--- src/rtl/mem_arb_pkg.sv ---
// rtl/mem_arb_pkg.sv - shared types and constants for the block-memory arbiter
package mem_arb_pkg;

  localparam int AW_DEF = 12;
  localparam int DW_DEF = 32;

  localparam logic PORT_IF = 1'b0;
  localparam logic PORT_DM = 1'b1;

  typedef enum logic [1:0] {
    IDLE   = 2'd0,
    ACCESS = 2'd1,
    RESP   = 2'd2
  } arb_state_t;

endpackage

--- src/rtl/rr_arb2.sv ---
// rtl/rr_arb2.sv - combinational two-way round-robin pick
module rr_arb2
  import mem_arb_pkg::*;
(
  input  logic [1:0] req,
  input  logic       last,
  output logic [1:0] win
);

  // On a tie the port that did not win last time goes first.
  always_comb begin
    win = 2'b00;
    if (req == 2'b11) begin
      win = (last == PORT_DM) ? 2'b01 : 2'b10;
    end else begin
      win = req;
    end
  end

endmodule

--- src/rtl/mem_block_arbiter.sv ---
// rtl/mem_block_arbiter.sv - round-robin arbiter and one-cycle access sequencer for mem_block
module mem_block_arbiter
  import mem_arb_pkg::*;
#(
  parameter int AW = AW_DEF,
  parameter int DW = DW_DEF
) (
  input  logic          clk,
  input  logic          rst_n,
  input  logic [1:0]    req,
  input  logic [1:0]    we,
  input  logic [AW-1:0] addr0,
  input  logic [AW-1:0] addr1,
  input  logic [DW-1:0] wdata0,
  input  logic [DW-1:0] wdata1,
  output logic [1:0]    gnt,
  output logic [1:0]    ack,
  output logic [DW-1:0] rdata,
  output logic [AW-1:0] mem_da,
  output logic [DW-1:0] mem_wdata,
  output logic          mem_write,
  output logic          mem_read,
  input  logic [DW-1:0] mem_doa
);

  arb_state_t    state_q, state_d;
  logic          last_q;
  logic          port_q;
  logic          we_q;
  logic [AW-1:0] mem_da_q;
  logic [DW-1:0] mem_wdata_q;
  logic          mem_read_q, mem_write_q;

  logic [1:0]    win;
  logic          win_idx;
  logic          grant;
  logic          win_we;
  logic [AW-1:0] win_addr;
  logic [DW-1:0] win_wdata;

  rr_arb2 u_rr_arb2 (
    .req  (req),
    .last (last_q),
    .win  (win)
  );

  assign grant     = (state_q == IDLE) && (|req);
  assign win_idx   = win[1];
  assign win_we    = we[win_idx];
  assign win_addr  = (win_idx == PORT_DM) ? addr1 : addr0;
  assign win_wdata = (win_idx == PORT_DM) ? wdata1 : wdata0;

  always_ff @(posedge clk or negedge rst_n) begin
    if (!rst_n) begin
      state_q <= IDLE;
    end else begin
      state_q <= state_d;
    end
  end

  always_comb begin
    state_d = state_q;
    case (state_q)
      IDLE:    if (|req) state_d = ACCESS;
      ACCESS:  state_d = we_q ? IDLE : RESP;
      RESP:    state_d = IDLE;
      default: state_d = IDLE;
    endcase
  end

  // Write ack shares the ACCESS cycle; read ack waits one cycle for mem_doa.
  always_comb begin
    gnt = 2'b00;
    ack = 2'b00;
    if (grant) gnt = win;
    case (state_q)
      ACCESS:  if (we_q) ack[port_q] = 1'b1;
      RESP:    ack[port_q] = 1'b1;
      default: ack = 2'b00;
    endcase
  end

  // Request fields are captured only at grant so late input changes are ignored.
  always_ff @(posedge clk or negedge rst_n) begin
    if (!rst_n) begin
      last_q      <= PORT_DM;
      port_q      <= PORT_IF;
      we_q        <= 1'b0;
      mem_da_q    <= '0;
      mem_wdata_q <= '0;
      mem_read_q  <= 1'b0;
      mem_write_q <= 1'b0;
    end else begin
      mem_read_q  <= grant && !win_we;
      mem_write_q <= grant && win_we;
      if (grant) begin
        last_q      <= win_idx;
        port_q      <= win_idx;
        we_q        <= win_we;
        mem_da_q    <= win_addr;
        mem_wdata_q <= win_wdata;
      end
    end
  end

  assign mem_da    = mem_da_q;
  assign mem_wdata = mem_wdata_q;
  assign mem_read  = mem_read_q;
  assign mem_write = mem_write_q;
  assign rdata     = mem_doa;

endmodule
--- config.mk ---
export PLATFORM = sky130hd
export DESIGN_NAME = mem_block_arbiter
export DESIGN_NICKNAME = d
export VERILOG_FILES = /design/src/rtl/mem_arb_pkg.sv /design/src/rtl/rr_arb2.sv /design/src/rtl/mem_block_arbiter.sv
export SDC_FILE = /design/constraint.sdc
export NUM_CORES = 1
export LEC_CHECK = 0
export CORE_MARGIN = 3
export CORE_UTILIZATION = 36
export CTS_CLUSTER_DIAMETER = 40
export DETAILED_ROUTE_END_ITERATION = 16
export PLACE_DENSITY_LB_ADDON = 0.12
export REMOVE_ABC_BUFFERS = 1
export SLEW_MARGIN = 20
export SYNTH_ARGS = -nofsm -noshare
export SYNTH_HDL_FRONTEND = slang
export SYNTH_SLANG_ARGS = --single-unit
--- constraint.sdc ---
create_clock -name clk -period 3.75 [get_ports clk]
set_input_delay 0.5625 -clock clk [delete_from_list [all_inputs] [get_ports clk]]
set_output_delay 0.5625 -clock clk [all_outputs]
set_load 0.05 [all_outputs]
=== Word-level counts from Yosys, hierarchy flattened ===
Index checks and enable logic that the tools add are counted.

* Mux-type cells: 14
* Reduce and logical (&&, ||, !) cells: 7
* Order comparisons: 3
* Equal/unequal tests: 4

{| class="wikitable"
|+ Operators by type and width
! operator !! count
|-
| $mux W32 || 1
|-
| $mux W12 || 1
|-
| $mux W2 || 6
|-
| $pmux W2 S2 || 2
|-
| $eq A2 B2 Y1 const B || 2
|-
| $logic_and A1 B1 Y1 || 4
|-
| $lt A1 B2 Y1 const B || 2
|-
| $mux W1 || 3
|-
| $eq A2 B1 Y1 const B || 1
|-
| $logic_not A2 Y1 || 1
|-
| $ne A2 B1 Y1 const B || 1
|-
| $reduce_or A2 Y1 || 1
|-
| $demux W1 S1 || 1
|-
| $ge A1 B1 Y1 const B || 1
|-
| $logic_not A1 Y1 || 1
|}

* Register bits after elaboration: 51
* Word-level logic and storage cells: 36

=== Depth between registers and ports, before layout ===
Gate-level depths: netlist of the first run.

* Depth in word-level cells: 6
* Mapped depth: 7

=== Modules after synthesis ===
Synthesis of the first run repeated with hierarchy kept, for this count alone.

* Cells, all modules: 211
* Area, all modules: 2,829.0 um^2

{| class="wikitable"
|+ Modules (own cells, without submodules)
! module !! sequential area each (um^2) !! area an instance (um^2) !! cells an instance !! times used
|-
| mem_block_arbiter || 1,277.5 || 2,810.2 || 208 || 1
|-
| rr_arb2 || 0.0 || 18.8 || 3 || 1
|}

=== Worst setup path after synthesis of the first run ===
OpenSTA, ideal clock, no wires.

* Path kind: register to output
* Start: reg state_q[1]
* End: out ack[0]
* Buffers on the path: 0
* Cell stages (with the launch flop): 5
* Setup slack: 1,366 ps
* Arrival time: 1,821 ps
* Data required time: 3,188 ps
* Path through: dfrtp_1 inv_1 ha_1 a21oi_1 nor3b_1

* Cells in the longest elaborated chain, start to end: 2
* Elaborated cells between the ends (all ways): 3

{| class="wikitable"
|+ RTL lines
! what !! RTL line !! text
|-
| start, declared || mem_block_arbiter.sv:26 || <nowiki>arb_state_t state_q, state_d;</nowiki>
|-
| start signal, assigned || mem_block_arbiter.sv:57 || <nowiki>state_q <= state_d;</nowiki>
|-
| $eq A2 B2 Y1 or $eq A2 B1 Y1 (tied branches) || mem_block_arbiter.sv:76 || <nowiki>case (state_q)</nowiki>
|-
| $pmux W2 S2 * || mem_block_arbiter.sv:76 ||
|-
| end, declared || mem_block_arbiter.sv:17 || <nowiki>output logic [1:0] ack,</nowiki>
|}

Every way passes the cells marked *; elsewhere a longest branch is shown, timed or not.

=== Final worst setup path of the first run ===
* Start: in req[1]
* End: out gnt[1]

* Cells in the longest elaborated chain, start to end: 3
* Elaborated cells between the ends (all ways): 5

{| class="wikitable"
|+ RTL lines
! what !! RTL line !! text
|-
| start, declared || mem_block_arbiter.sv:10 || <nowiki>input logic [1:0] req,</nowiki>
|-
| $eq A2 B2 Y1 or $reduce_or A2 Y1 (tied branches) || rr_arb2.sv:13, mem_block_arbiter.sv:47 ||
|-
| $mux W2 or $logic_and A1 B1 Y1 (tied branches) || rr_arb2.sv:13, mem_block_arbiter.sv:47 ||
|-
| $mux W2 * || mem_block_arbiter.sv:75 || <nowiki>if (grant) gnt = win;</nowiki>
|-
| end, declared || mem_block_arbiter.sv:16 || <nowiki>output logic [1:0] gnt,</nowiki>
|}

Marked as above.

==> impl_results.md, run 1 <==
- FF+latch count, synth: 51
- Antenna Nets Post-Route: 0
- F_max: 354 MHz
- Cts repair resizes: 0
- Logic pwr share: 0.652
- Critical path data arrival time: 2260 ps
- CP Capture Type: output pin
- Syn. warnings: 0
- Peak supply drop: 386 uV
- RSZ-0062 raised after global routing: no
- Total gr overflow: 0
- Register area share after synthesis: 0.494
- Yosys cell types: 22
- Crit Path Max Fanout: 45
- IO Port Bufs: 143
- H-tree depth: 2
- Fin nets: 537
- Final Power: 0.00370 W
- CTS tree: built
- Die width: 90.7 um
- Number of cells on the worst reg-to-reg path: 5
- Status: finished clean
- Gr usage total: 0.199
- Max_slew headroom: 0.338
- Hold Path Class: in2async
- Worst r2r src: state_q[0]$_DFFE_PN0P_
- Reg area: 0.00128 sq mm
- Initial antenna violation count: 0
- Antenna Diode Count: 0
- CTS Hold Buffers Added: 0
- Starting Density: 0.376
- Area occupied by multi-input gates: 972 sq um
- DR iter-0 viols: 86
- Total CTS buffers: 5
- Clock-pin slew on the worst setup and hold paths: 90 ps
- Die height: 90.7 um
- Postcts setup bufs: 0
- Switch Pwr: 0.00192 W
- Most frequent cells in the layout: 141 x clkdlybuf4s50_1, 91 x a21oi_1, 50 x dfrtp_1
- Via count: 2426
- Min cycle time layout: 2830 ps
- Slew @ Worst Pin: 993 ps
- Required time worst endpoint: 3190 ps
- Maximum clock path buffer count: 2
- GP Congestion: 0.745
- Cells after Synth: 305
- Worst-Skew Late Latency: 300 ps
- Internal Power: 0.00178 W
- CTS sink cnt: 51
- Final period util: 0.754
- Post-Syn Area: 0.00258 sq mm
- Commonest non-fill, non-tap cell in the layout: clkdlybuf4s50_1
- DP Wirelength: 5.89 mm
- DR DRC count: 0
- Largest net degree at the start of global routing: 48
- Routed wire length: 8.25 mm
- Final hold vios: 0
- Reg-to-reg slack, setup: 1730 ps
- CP startpoint kind: input pin
- Setup TNS: 0 ps
- RR Endpoint: mem_wdata[24]$_DFFE_PN0P_
- Leakage power: 1.66 nW
- Power Dens Cells: 941 mW/mm^2
- Rows: 30
- Final Cell Area: 0.00393 sq mm
- Sw frac: 0.519
- Core ar.: 0.00687 sq mm
- First-pass GRT wire length: 13.0 mm
- Setup violators final: 0
- Setup CP Type: in2out
- Number of global-route vias before repair: 2460
- Area grow syn2layout: 51.9%
- Reg power frac: 0.266
- Final Max Tran Viols: 0
- First-pass DRT Iterations: 4
- Vias per cell: 4.80
- IO Pins: 208
- Clk root buf: clkbuf_8
- MaxCap Viol Count: 0
- Mean routed wirelength per cell: 16.3 um
- Synth Area per Inst: 8.48 sq um
- Share of cells above drive strength 1: 0.0391
- Die area: 0.00823 sq mm
- Setup Skew: 7.56 ps
- DP Area: 0.00384 sq mm
- Clock power share: 0.082
- Fill count: 622
-- flip-flops by register name, indices dropped and copies added (netlist names) --
name       cells
we_q           1
mem_read       1
state_q        2
mem_write      1
last_q         1
port_q         1
mem_da        12
mem_wdata     32
-- final cells by class --
type	instances	share of cell area
Timing Repair Buffer	147	0.374
Sequential cell	51	0.325
Multi-Input combinational cell	201	0.248
Tap cell	96	0.0306
Clock buffer	7	0.0194
Inverter	2	0.00191
Clock inverter	1	0.00127
-- critical path, stage by stage --
cell	delay, ps
clkdlybuf4s50_1	620
a21boi_4	230
buf_4	430
and2_1	270
buf_12	150
-- routing by layer --
metal	GRT usage	vias to the layer above	wire, um
li1	-	1172	-
met1	0.258	1113	3620
met2	0.271	137	3430
met3	0.133	4	1160
met4	0.0383	0	43
met5	0.0513	-	0
-- synthesized netlist by cell type --
cell type | count | share of area
a21bo_1 | 1 | 0.0039
nand2b_1 | 1 | 0.0024
o21ai_1 | 1 | 0.0019
and3b_1 | 1 | 0.0034
a21oi_1 | 91 | 0.18
dfrtp_1 | 50 | 0.48
nor3b_1 | 1 | 0.0029
buf_4 | 35 | 0.10
a31oi_1 | 1 | 0.0024
buf_2 | 14 | 0.027
dfstp_2 | 1 | 0.010
nor2_1 | 48 | 0.070
inv_1 | 2 | 0.0029
o21a_1 | 1 | 0.0029
a21boi_0 | 1 | 0.0029
ha_1 | 3 | 0.015
a21boi_4 | 1 | 0.0073
clkbuf_1 | 2 | 0.0029
and2_1 | 2 | 0.0048
mux2i_1 | 2 | 0.0077
nand2_1 | 45 | 0.065
a21o_1 | 1 | 0.0029
-- metrics by stage --
stage          worst slack, ps   util  instances  hold WS (ps)
3_3_place_gp               944  0.560        497           493
4_1_cts                    923  0.571        505           459
5_1_grt                    846  0.572        505           277
3_5_place_dp               932  0.560        497           497
2_1_floorplan              369      -        254           267
6_report                   924  0.572        505           248
-- logic make-up after synthesis --
| logic type | synth area share |
|---|---|
| flip-flops | 0.494 |
| buffers and inverters | 0.135 |
| AND/OR/NAND/NOR | 0.149 |
| AO/OA/AOI/OAI | 0.200 |
| multiplexers | 0.00774 |
| adder cells (fa/ha/maj) | 0.0145 |
-- worst max path at each step --
stage	from	to	slack, ps	cells past startpoint
after floorplan	req[1]	gnt[0]	370	2
after global placement	req[1]	gnt[1]	940	5
after detailed placement	req[1]	gnt[1]	930	5
after CTS	req[1]	gnt[1]	920	5
after global routing	req[1]	gnt[1]	850	5
final	req[1]	gnt[1]	920	5
-- power groups by stage --
stage               logic [W]  registers [W]  clock network (W)
global placement      0.00240       0.000979                  0
global route          0.00258        0.00102           0.000339
floorplan            0.000694        0.00185                  0
finish                0.00241       0.000984           0.000304
CTS                   0.00243       0.000987           0.000319
detailed placement    0.00242       0.000993                  0
Note: power is estimated with default switching activity, not from simulation.
==> run 2: changes to the inputs <==
--- a/config.mk
+++ b/config.mk
@@ -6,7 +6,7 @@
 export NUM_CORES = 1
 export LEC_CHECK = 0
 export CORE_MARGIN = 3
-export CORE_UTILIZATION = 36
+export CORE_UTILIZATION = 33
 export CTS_CLUSTER_DIAMETER = 40
 export DETAILED_ROUTE_END_ITERATION = 16
 export PLACE_DENSITY_LB_ADDON = 0.12
==> constraint.sdc (replaced) <==
create_clock -name clk -period 2.7 [get_ports clk]
set_input_delay 0.405 -clock clk [delete_from_list [all_inputs] [get_ports clk]]
set_output_delay 0.405 -clock clk [all_outputs]
set_load 0.05 [all_outputs]
==> impl_results.md, run 2 (synthesis gave the netlist of run 1 again) <==
- Die height: 94.5 um (was 90.7 um)
- Final hold vios: 0 (unchanged)
- Antenna Diode Count: 0 (unchanged)
- Via count: 2456 (was 2426)
- Max_slew headroom: 0.623 (was 0.338)
- IO Pins: 208 (unchanged)
- Mean routed wirelength per cell: 17.3 um (was 16.3 um)
- CTS tree: built (unchanged)
- Fin nets: 541 (was 537)
- CTS sink cnt: 51 (unchanged)
- Antenna Nets Post-Route: 0 (unchanged)
- Total gr overflow: 0 (unchanged)
- Largest register FFs: 32 (unchanged)
- Routed wire length: 8.88 mm (was 8.25 mm)
- IO Port Bufs: 143 (unchanged)
- H-tree depth: 2 (unchanged)
- Setup violators final: 0 (unchanged)
- Required time worst endpoint: 2300 ps (was 3190 ps)
- Power Dens Cells: 1320 mW/mm^2 (was 941 mW/mm^2)
- Hold Slack: 91.4 ps (was 248 ps)
- Status: finished clean (unchanged)
- Slowest CP cell: clkdlybuf4s50_1 (unchanged)
- First-pass GRT wire length: 13.3 mm (was 13.0 mm)
- Area grow syn2layout: 54.5% (was 51.9%)
- DR DRC count: 0 (unchanged)
- DP Area: 0.00387 sq mm (was 0.00384 sq mm)
- Dpl cells: 504 (was 497)
- Hold Path Class: in2async (unchanged)
- Crit-path cells: inv_1 > ha_1 > a21oi_1 > and3b_1 > clkdlybuf4s50_1 (was clkdlybuf4s50_1 > a21boi_4 > buf_4 > and2_1 > buf_12)
- Total CTS buffers: 5 (unchanged)
- Commonest non-fill, non-tap cell in the layout: clkdlybuf4s50_1 (unchanged)
- Postcts setup bufs: 0 (unchanged)
- F_max: 410 MHz
- Cts repair resizes: 0 (unchanged)
- CP startpoint kind: flop (was input pin)
- Final Non-Filler Cells: 512 (was 505)
- RSZ-0062 raised after global routing: no (unchanged)
- Critical path data arrival time: 2030 ps (was 2260 ps)
- Die area: 0.00893 sq mm (was 0.00823 sq mm)
- Final Cell Area: 0.00399 sq mm (was 0.00393 sq mm)
- Starting Density: 0.349 (was 0.376)
- Final Max Tran Viols: 0 (unchanged)
- Peak supply drop: 478 uV (was 386 uV)
- Die width: 94.5 um (was 90.7 um)
- MaxCap Viol Count: 0 (unchanged)
- Gr usage total: 0.197 (was 0.199)
- Worst-Skew Late Latency: 300 ps (about the same)
- Initial antenna violation count: 0 (unchanged)
- GP Congestion: 0.777 (was 0.745)
- DP Wirelength: 6.66 mm (was 5.89 mm)
- Number of global-route vias before repair: 2474 (was 2460)
- CTS Hold Buffers Added: 0 (unchanged)
- Clock-pin slew on the worst setup and hold paths: 90 ps (about the same)
- Most frequent cells in the layout: 140 x clkdlybuf4s50_1, 91 x a21oi_1, 50 x dfrtp_1 (was 141 x clkdlybuf4s50_1, 91 x a21oi_1, 50 x dfrtp_1)
- Maximum clock path buffer count: 2 (unchanged)
- DR iter-0 viols: 100 (was 86)
- Setup CP Type: reg2out (was in2out)
- Leakage power: 1.69 nW (was 1.66 nW)
- Vias per cell: 4.80 (about the same)
- Share of cells above drive strength 1: 0.0557 (was 0.0391)
- Min cycle time layout: 2440 ps
- Largest net degree at the start of global routing: 48 (unchanged)
- Clk root buf: clkbuf_8 (unchanged)
- Setup Skew: 10.5 ps (was 7.56 ps)
- First-pass DRT Iterations: 4 (unchanged)
- Rows: 31 (was 30)
- Final period util: 0.903
- Slew @ Worst Pin: 565 ps (was 993 ps)
- CP Capture Type: output pin (unchanged)
- Crit Path Max Fanout: 3 (was 45)
- Core ar.: 0.00741 sq mm (was 0.00687 sq mm)
- CP max stage delay: 810 ps (was 620 ps)
## run 2: changes by cell type in the layout (fill, tap and decap cells not counted), sizes merged
cell           before  now
buf                 6   11
clkbuf              7    6
bufinv              0    1
clkdlybuf4s50     141  140
## run 2: area by class of cell
type | count | area [sq um]
timing repair buffer | 151 | 1490
sequential | 51 | 1280
tap | 99 | 124
inverter | 2 | 7.51
clock inverter | 2 | 35.0
multi-input combinational | 201 | 972
clock buffer | 6 | 82.6
fill | 685 | 3420
## run 2: critical path, delay by kind of cell, from the launching register on
family	cells	cell delay, ps
compound gates	1	80
fa+ha+maj	1	170
buf+inv	2	910
flops	1	390
simple gates	1	200
## run 2: report_power, final
group	internal [W]	switching, W	leakage (nW)
combinational	0.00115	0.00223	1.05
clock	0.000300	0.000251	0.0612
sequential	0.00116	0.000202	0.578
## run 2: per-stage QoR
stage                     setup slack (ps)  power [W]  utilization  setup TNS (ps)
after floorplan                       -366    0.00353            -            -366
after global placement                 541    0.00474        0.523               0
after detailed placement               552    0.00478        0.523               0
after CTS                              234    0.00534        0.539               0
after global routing                  72.8    0.00562        0.539               0
final                                  262    0.00529        0.539               0
## run 2: routing by layer
layer / track usage / vias up / wire length [um]
li1: - / 1183 / -
met1: 0.269 / 1124 / 3940
met2: 0.265 / 140 / 3510
met3: 0.116 / 7 / 1330
met4: 0.0433 / 2 / 57
met5: 0.0417 / - / 38
## run 2: worst paths after layout
path / start / slack [ps] / end / depth (start not counted)
worst min-delay path: rst_n / 90 / mem_wdata[8]$_DFFE_PN0P_ / 1
max in group asynchronous: rst_n / 1770 / last_q$_DFFE_PN1P_ / 2
worst min register to register: port_q$_DFFE_PN0P_ / 520 / port_q$_DFFE_PN0P_ / 1
worst max-delay path: state_q[1]$_DFFE_PN0P_ / 260 / ack[1] / 5
worst max register to register: state_q[0]$_DFFE_PN0P_ / 940 / mem_wdata[19]$_DFFE_PN0P_ / 6
min in group clk: port_q$_DFFE_PN0P_ / 520 / port_q$_DFFE_PN0P_ / 1
==> run 3: changes to the inputs <==
--- a/config.mk
+++ b/config.mk
@@ -5,8 +5,9 @@
 export SDC_FILE = /design/constraint.sdc
 export NUM_CORES = 1
 export LEC_CHECK = 0
+export ABC_AREA = 1
 export CORE_MARGIN = 3
-export CORE_UTILIZATION = 33
+export CORE_UTILIZATION = 37
 export CTS_CLUSTER_DIAMETER = 40
 export DETAILED_ROUTE_END_ITERATION = 16
 export PLACE_DENSITY_LB_ADDON = 0.12
==> impl_results.md, run 3 <==
- Status: finished clean (unchanged)
- Area grow syn2layout: 42.0% (was 54.5%)
- Worst-Skew Late Latency: 290 ps (was 300 ps)
- MaxCap Viol Count: 0 (unchanged)
- CP Capture Type: output pin (unchanged)
- GP Congestion: 0.815 (was 0.777)
- Gr usage total: 0.195 (was 0.197)
- Routed wire length: 9.61 mm (was 8.88 mm)
- RSZ-0062 raised after global routing: no (unchanged)
- Final Cell Area: 0.00447 sq mm (was 0.00399 sq mm)
- Total CTS buffers: 5 (unchanged)
- FF+latch count, synth: 51 (unchanged)
- DP Wirelength: 7.05 mm (was 6.66 mm)
- First-pass GRT wire length: 14.9 mm (was 13.3 mm)
- Min cycle time layout: 2450 ps (was 2440 ps)
- Rows: 33 (was 31)
- Power Dens Cells: 1130 mW/mm^2 (was 1320 mW/mm^2)
- CTS sink cnt: 51 (unchanged)
- Post-Syn Area: 0.00315 sq mm (was 0.00258 sq mm)
- Final Max Tran Viols: 0 (unchanged)
- Critical path data arrival time: 2040 ps (was 2030 ps)
- Fill count: 836 (was 685)
- IO Pins: 208 (unchanged)
- Clock-pin slew on the worst setup and hold paths: 80 ps (was 90 ps)
- Most used flip-flop cell after synthesis: dfrtp_1 (unchanged)
- Antenna Nets Post-Route: 0 (unchanged)
- Clk root buf: clkbuf_8 (unchanged)
- Post-synthesis adder-cell area fraction: 0.0119 (was 0.0145)
- Share of cells above drive strength 1: 0.0468 (was 0.0557)
- Synth Area per Inst: 6.95 sq um (was 8.48 sq um)
- Final Non-Filler Cells: 661 (was 512)
- Setup TNS: 0 ps (unchanged)
- Main combinational cell family by area after synthesis: simple AND/OR/NAND/NOR gates (was compound AO/OA/AOI/OAI gates)
- Syn. warnings: 0 (unchanged)
- CTS Hold Buffers Added: 0 (unchanged)
- Slowest CP cell: clkdlybuf4s50_1 (unchanged)
- Maximum clock path buffer count: 2 (unchanged)
- EDFF count, synth: 0 (unchanged)
- Final period util: 0.906 (was 0.903)
- Synth area leader: dfrtp_1 (unchanged)
- Required time worst endpoint: 2300 ps (about the same)
- Number of global-route vias before repair: 2898 (was 2474)
- CTS tree: built (unchanged)
- Post-Synth XOR/XNOR Area: 0 (unchanged)
- DR DRC count: 0 (unchanged)
- Initial antenna violation count: 0 (unchanged)
- DR iter-0 viols: 86 (was 100)
- Crit Path Max Fanout: 3 (unchanged)
- Starting Density: 0.381 (was 0.349)
- Mean routed wirelength per cell: 14.5 um (was 17.3 um)
- Most frequent cell after synthesis: nand2_1 (was a21oi_1)
- F_max: 409 MHz (was 410 MHz)
- CP max stage delay: 800 ps (was 810 ps)
- Largest net degree at the start of global routing: 48 (unchanged)
- Cts repair resizes: 0 (unchanged)
- Cells after Synth: 453 (was 305)
- Die width: 98.3 um (was 94.5 um)
- Total gr overflow: 0 (unchanged)
- Crit-path cells: inv_1 > ha_1 > nand2_1 > inv_1 > o21ai_0 > nor2_1 > clkdlybuf4s50_1 (was inv_1 > ha_1 > a21oi_1 > and3b_1 > clkdlybuf4s50_1)
- IO Port Bufs: 143 (unchanged)
- Core ar.: 0.00826 sq mm (was 0.00741 sq mm)
- CP startpoint kind: flop (unchanged)
- Peak supply drop: 485 uV (was 478 uV)
- Leakage power: 2.43 nW (was 1.69 nW)
- Antenna Diode Count: 0 (unchanged)
- Vias per cell: 4.52 (was 4.80)
- Hold Path Class: in2async (unchanged)
- Most common cell on crit path: inv_1
- Max_slew headroom: 0.417 (was 0.623)
- Final hold vios: 0 (unchanged)
- Fin nets: 684 (was 541)
- Most common library cells after synthesis: 139 x nand2_1, 99 x inv_1, 91 x nand3_1 (was 91 x a21oi_1, 50 x dfrtp_1, 48 x nor2_1)
- Slew @ Worst Pin: 875 ps (was 565 ps)
- Final core utilization: 0.542 (was 0.539)
- Most frequent cells in the layout: 139 x nand2_1, 139 x clkdlybuf4s50_1, 99 x inv_1 (was 140 x clkdlybuf4s50_1, 91 x a21oi_1, 50 x dfrtp_1)
- Register area share after synthesis: 0.406 (was 0.494)
- Mux cell area share after synthesis: 0 (was 0.00774)
- Dpl cells: 653 (was 504)
- Synth top area cells: dfrtp_1 40%, nand2_1 17%, nand3_1 14%, inv_1 12%, buf_4 9.3% (was dfrtp_1 48%, a21oi_1 18%, buf_4 10%, nor2_1 7.0%, nand2_1 6.5%)
- H-tree depth: 2 (unchanged)
- Die height: 98.3 um (was 94.5 um)
- Yosys cell types: 17 (was 22)
- Largest register FFs: 32 (unchanged)
- DP Area: 0.00437 sq mm (was 0.00387 sq mm)
- Via count: 2986 (was 2456)
- Post-synthesis compound-gate area fraction: 0.00795 (was 0.200)
- Die area: 0.00966 sq mm (was 0.00893 sq mm)
- Simple-Gate Fraction of Synth Area: 0.324 (was 0.149)
- First-pass DRT Iterations: 4 (unchanged)
- Ys async rst share: 1.00 (unchanged)
- Setup violators final: 0 (unchanged)
- Setup CP Type: reg2out (unchanged)
- Setup Skew: 4.65 ps (was 10.5 ps)
- Final Power: 0.00506 W (was 0.00529 W)
- Postcts setup bufs: 0 (unchanged)
- Post-synth top area share: 0.397 (was 0.484)
## run 3: cell count changes after synthesis, moves of 2 or more
cell / before / now
nand3_1: 0 / 91
o21ai_0: 0 / 2
buf_6: 0 / 6
inv_1: 2 / 99
nand2_2: 0 / 2
clkbuf_1: 2 / 0
mux2i_1: 2 / 0
nor2_1: 48 / 3
and2_1: 2 / 0
nand2_1: 45 / 139
nor2_2: 0 / 3
a21oi_1: 91 / 2
buf_4: 35 / 39
buf_2: 14 / 10
## run 3: final cells by class
cell class	count	area, sq um	area share
Timing Repair Buffer	151	1500	0.336
Sequential cell	51	1280	0.286
Multi-Input combinational cell	246	1090	0.243
Inverter	100	375	0.0839
Tap cell	105	131	0.0294
Clock buffer	8	100	0.0224
## run 3: cells by family after synthesis
group | after synthesis
AND/OR/NAND/NOR | 238
adder cells (fa/ha/maj) | 3
flip-flops | 51
AO/OA/AOI/OAI | 5
buffers and inverters | 156
## run 3: final timing paths
| path | slack [ps] | cells after the start | endpoint | startpoint |
|---|---|---|---|---|
| worst max-delay path | 250 | 7 | ack[1] | state_q[1]$_DFFE_PN0P_ |
| worst min-delay path | 220 | 1 | mem_wdata[2]$_DFFE_PN0P_ | rst_n |
| worst max register to register | 1000 | 7 | we_q$_DFFE_PN0P_ | state_q[0]$_DFFE_PN0P_ |
| worst min register to register | 470 | 2 | last_q$_DFFE_PN1P_ | last_q$_DFFE_PN1P_ |
| max in group asynchronous | 1830 | 2 | mem_da[1]$_DFFE_PN0P_ | rst_n |
| min in group clk | 470 | 2 | last_q$_DFFE_PN1P_ | last_q$_DFFE_PN1P_ |
## run 3: where the power goes
part / leakage (nW) / total, W / internal (W) / switching, W
Combinational: 1.76 / 0.00324 / 0.00106 / 0.00218
Sequential: 0.619 / 0.00135 / 0.00115 / 0.000200
Clock: 0.0515 / 0.000470 / 0.000234 / 0.000236
Total: 2.43 / 0.00506 / 0.00245 / 0.00262
## run 3: through the flow
stage	hold slack, ps	setup WS [ps]
3_5_place_dp	464	568
4_1_cts	255	235
2_1_floorplan	109	-679
6_report	222	255
5_1_grt	285	60.6
3_3_place_gp	461	585
## run 3: critical path, delay by kind of cell (launching register included)
family,cells,cell delay (ps)
buffers and inverters,3,940
AOI/OAI and AO/OA,1,100
adders and majority gates,1,170
and+or+nand+nor,2,150
DFF,1,390
## run 3: layer usage
metal / global-route usage / up-vias / wire [um]
met5: 0.0462 / - / 51
met4: 0.0504 / 2 / 80
met3: 0.105 / 8 / 1150
met2: 0.272 / 140 / 4010
met1: 0.261 / 1329 / 4320
li1: - / 1507 / -
